File: config.mk
export PLATFORM = sky130hd
export DESIGN_NAME = mux_nto1_scan
export DESIGN_NICKNAME = d
export VERILOG_FILES = /design/src/rtl/mux_nto1_scan.sv
export SDC_FILE = /design/constraint.sdc
export NUM_CORES = 1
export LEC_CHECK = 0
export CORE_MARGIN = 5
export CORE_UTILIZATION = 40
export CTS_BUF_LIST = sky130_fd_sc_hd__clkbuf_8
export CTS_CLUSTER_SIZE = 14
export DETAILED_ROUTE_END_ITERATION = 7
export GPL_TIMING_DRIVEN = 0
export MAX_ROUTING_LAYER = met4
export RECOVER_POWER = 100
export SYNTH_ARGS = -nofsm -noshare
export SYNTH_HDL_FRONTEND = slang
export SYNTH_SLANG_ARGS = --single-unit
File: constraint.sdc
create_clock -name clk -period 2.7 [get_ports clk]
set_clock_uncertainty 0.15 [all_clocks]
set_input_delay 0.27 -clock clk [delete_from_list [all_inputs] [get_ports clk]]
set_output_delay 0.27 -clock clk [all_outputs]
set_load 0.005 [all_outputs]
File: src/rtl/mux_nto1_scan.sv
// mux_nto1_scan: registered NCH-to-1 channel mux with direct select and masked round-robin scan
//   clk, rst_n : clock, asynchronous active-low reset
//   en         : update enable; all state holds when low
//   mode       : 0 = direct (sel), 1 = scan over mask with DWELL samples per channel
//   sel, mask  : direct channel index, per-channel scan enable
//   din        : NCH packed channels, channel k at din[k*W +: W]
//   dout       : registered selected data, cur_ch its channel index
//   valid      : dout/cur_ch hold a legitimate sample
//   wrap       : one-cycle pulse on the first sample of a new scan lap
module mux_nto1_scan #(
  parameter int NCH = 4,
  parameter int W = 1,
  parameter int DWELL = 4,
  localparam int SW = $clog2(NCH)
) (
  input  logic           clk,
  input  logic           rst_n,
  input  logic           en,
  input  logic           mode,
  input  logic [SW-1:0]  sel,
  input  logic [NCH-1:0] mask,
  input  logic [NCH*W-1:0] din,
  output logic [W-1:0]   dout,
  output logic [SW-1:0]  cur_ch,
  output logic           valid,
  output logic           wrap
);
  localparam int CW = $clog2(DWELL + 1);
  typedef enum logic [1:0] {DIRECT, SCAN_START, SCAN_RUN} state_t;
  state_t state, state_nx;
  logic [SW-1:0] ptr, ptr_nx, ptr_eff, nxt_eff, cur_ch_nx;
  logic [CW-1:0] cnt, cnt_nx, cnt_eff;
  logic [W-1:0] ch [NCH];
  logic [W-1:0] dout_nx;
  logic valid_nx, wrap_nx, start, skip, last;

  for (genvar k = 0; k < NCH; k++) begin : g_ch
    assign ch[k] = din[k*W +: W];
  end

  // First set bit of m strictly after p, cyclically; p itself if it is the only one.
  function automatic logic [SW-1:0] next_set(input logic [NCH-1:0] m, input logic [SW-1:0] p);
    logic [SW-1:0] r;
    logic hit;
    r = p;
    hit = 1'b0;
    for (int i = 1; i <= NCH; i++) begin
      int idx;
      idx = (int'(p) + i) % NCH;
      if (!hit && m[SW'(idx)]) begin
        r = SW'(idx);
        hit = 1'b1;
      end
    end
    return r;
  endfunction

  always_ff @(posedge clk or negedge rst_n) begin
    if (!rst_n) begin
      state <= DIRECT;
      ptr <= '0;
      cnt <= '0;
      dout <= '0;
      cur_ch <= '0;
      valid <= 1'b0;
      wrap <= 1'b0;
    end else begin
      state <= state_nx;
      ptr <= ptr_nx;
      cnt <= cnt_nx;
      dout <= dout_nx;
      cur_ch <= cur_ch_nx;
      valid <= valid_nx;
      wrap <= wrap_nx;
    end
  end

  // Any scan edge not already in SCAN_RUN behaves as a lap start.
  always_comb begin
    state_nx = !en ? state : !mode ? DIRECT : (mask == '0) ? SCAN_START : SCAN_RUN;
  end

  always_comb begin
    start = state != SCAN_RUN;
    skip = !start && !mask[ptr];
    ptr_eff = start ? next_set(mask, SW'(NCH - 1)) : skip ? next_set(mask, ptr) : ptr;
    cnt_eff = (start || skip) ? '0 : cnt;
    nxt_eff = next_set(mask, ptr_eff);
    last = cnt_eff == CW'(DWELL - 1);
    dout_nx = dout;
    cur_ch_nx = cur_ch;
    valid_nx = valid;
    wrap_nx = 1'b0;
    ptr_nx = ptr;
    cnt_nx = cnt;
    if (en) begin
      if (!mode) begin
        cnt_nx = '0;
        valid_nx = int'(sel) < NCH;
        dout_nx = valid_nx ? ch[sel] : dout;
        cur_ch_nx = valid_nx ? sel : cur_ch;
      end else if (mask == '0) begin
        valid_nx = 1'b0;
        cnt_nx = '0;
      end else begin
        dout_nx = ch[ptr_eff];
        cur_ch_nx = ptr_eff;
        valid_nx = 1'b1;
        // A fresh dwell that lands at or below the previous channel closes a lap.
        wrap_nx = !start && cnt_eff == '0 && ptr_eff <= cur_ch;
        ptr_nx = last ? nxt_eff : ptr_eff;
        cnt_nx = last ? '0 : cnt_eff + 1'b1;
      end
    end
  end
endmodule

==> results.py <==
metrics = {
    "clock_network": {
        "post-cts-setup-buffer-count": 0,
        "cts_tree": "built",
        "cts.path.max_buffers": 2,
        "clock_latency_ps": 240,
        "cts-hold-fix-buffers": 0,
        "ctsRootBufferMaster": "clkbuf_8",
        "cts.clk_slew.worst_paths_ps": 50,
        "numCtsBuffers": 3,
        "cts-htree-levels": 1,
        "clock_sinks": 12,
        "post_cts_resized": 0,
    },
    "floorplanning": {
        "core_mm2": 0.00252,
        "die_h_um": 61.9,
        "dieArea_mm2": 0.00383,
        "dieWidth_um": 61.9,
        "pin_count": 19,
        "initial_utilization": 0.428,
        "core.rowCount": 18,
    },
    "setup_path": {
        "rr_worst_depth": 11,
        "crit_path_max_fanout": 9,
        "crit_type": "in -> reg",
        "endpoint": "wrap$_DFF_PN0_",
        "arrival_ps": 2510,
        "cp-startpoint": "mask[1]",
        "critPathLaunchType": "input pin",
        "timing.rr.start": "ptr[1]$_DFFE_PN0P_",
        "worstSetupEndpointType": "register",
        "r2r_setup_slack_ps": 300,
        "rr_endpoint": "ptr[0]$_DFFE_PN0P_",
        "worstPathRequired_ps": 2670,
    },
    "route": {
        "drt-initial-drc-count": 54,
        "drc": 0,
        "vias": 987,
        "viasPerCell": 5.84,
        "ant_nets": 0,
        "first_pass_iters": 4,
        "wl_per_cell_um": 14.9,
        "routed_wl_um": 2530,
    },
    "power_and_ir_drop": {
        "ir_drop_uv": 338,
        "power_mw": 0.640,
        "leakage_nw": 0.563,
        "cellPowerDensity_mw_per_mm2": 490,
    },
    "timing": {
        "tightest_slew_ps": 604,
        "hold_slack_ps": 302,
        "rsz0062_at_grt": "no",
        "finalMaxSlewViolations": 0,
        "fin_setup_tns_ps": 0,
        "finalSetupViolCount": 0,
        "period_share": 0.942,
        "period_needed_ps": 2540,
        "hold_violations": 0,
        "max_freq_ghz": 0.393,
        "slew_headroom": 0.595,
    },
    "grt": {
        "grt_overflow": 0,
        "antenna_found_initial": 0,
        "grt_max_degree": 13,
        "grt.total_usage": 0.155,
        "grt_pass1_wl_um": 4230,
        "grt_pass1_vias": 903,
    },
    "logic_synthesis": {
        "synth_ff_type": "dfrtp_1",
        "synthesis.area_mm2": 0.00108,
        "syn-num-nets": 139,
        "yosysSeqAreaShare": 0.278,
        "ys_ff_latch": 12,
        "ys_warn_count": 0,
        "async_flop_share": 1.00,
        "avgSynthCellArea_um2": 8.91,
        "synth_edf_count": 0,
        "synthCells": 121,
        "netlist-cell-type-count": 49,
    },
    "placed_design": {
        "portBuffers": 14,
        "gp_congestion": 0.875,
        "dp_hpwl_um": 1890,
    },
    "run": {
        "maxCapViolCount": 0,
    },
    "final_layout": {
        "area_delta_synth_final_pct": 21.1,
        "drive_gt1_frac": 0.180,
        "fillers": 244,
        "final_cell_mix": "nor2_1, dfrtp_1, nand2_1",
        "nets": 158,
        "diodes": 0,
    },
    "hold_path": {
        "hold_path_class": "in -> reg",
    },
    "run_status": {
        "status": "completed",
    },
}
[metal layers]
layer / part of all wire / up-vias / track usage
li1: - / 485 / -
met1: 0.45 / 470 / 0.196
met5: 0 / - / -
met2: 0.49 / 28 / 0.247
met4: 0.0075 / 0 / 0.0364
met3: 0.056 / 4 / 0.0434
[cell usage after synthesis, types with 3 or more instances]
cell	count	area share
ha_1	4	0.046
mux2i_1	7	0.065
dfrtp_1	12	0.28
nor3_1	3	0.014
inv_1	9	0.031
buf_6	4	0.042
a21oi_1	9	0.042
nand2_1	9	0.031
a31oi_1	3	0.017
nand3_1	3	0.014
nor2_1	12	0.042
o22ai_1	3	0.017
[sequential cells by signal, indices dropped and copies added, names as in the netlist]
signal,count
cur_ch,2
cnt,3
state,2
dout,1
wrap,1
valid,1
ptr,2
[logic make-up (layout without fill, tap and decap cells)]
logic type               after synthesis  count (layout)  share of synthesized area
AO/OA/AOI/OAI                         42              42                      0.304
adder cells (fa/ha/maj)                4               4                     0.0464
buffers and inverters                 18              36                      0.104
flip-flops                            12              12                      0.278
multiplexers                          10              10                      0.117
AND/OR/NAND/NOR                       35              35                      0.150
[where the power goes]
group	switching, mW	internal [mW]
combinational	0.125	0.107
sequential	0.0101	0.199
clock	0.0702	0.129
[worst min path at each step]
stage / startpoint / to / cells after the start
floorplan: rst_n / cnt[0]$_DFFE_PN0P_ / 0
global placement: valid$_DFFE_PN0P_ / valid$_DFFE_PN0P_ / 1
detailed placement: valid$_DFFE_PN0P_ / valid$_DFFE_PN0P_ / 1
CTS: rst_n / cnt[1]$_DFFE_PN0P_ / 1
global route: mask[3] / ptr[0]$_DFFE_PN0P_ / 3
finish: mask[3] / ptr[0]$_DFFE_PN0P_ / 3
[final cells by class]
cell class	count	area (um2)	share of cell area
plain buffers	8	75.1	0.0575
clock buffers	4	55.1	0.0421
inverters	10	37.5	0.0287
multi-input cells	91	661	0.506
flip-flops and latches	12	300	0.230
well taps	30	37.5	0.0287
repair buffers	14	140	0.107
[through the flow]
stage                     cells  setup WS [ps]  utilization  cell area (um2)
after floorplan             121            617            -             1080
after global placement      165           -111        0.498             1260
after detailed placement    165           -126        0.498             1260
after CTS                   169            154        0.520             1310
after global routing        169           13.1        0.518             1310
final                       169            156        0.518             1310
[critical path: stages]
cell             delay, ps
clkdlybuf4s50_1        490
nor2_2                 340
o21a_1                 180
o22ai_1                140
a21oi_4                310
ha_1                   310
a21oi_1                130
a21oi_1                 70
a2111oi_0              280
Note: power is estimated with default switching activity, not from simulation.
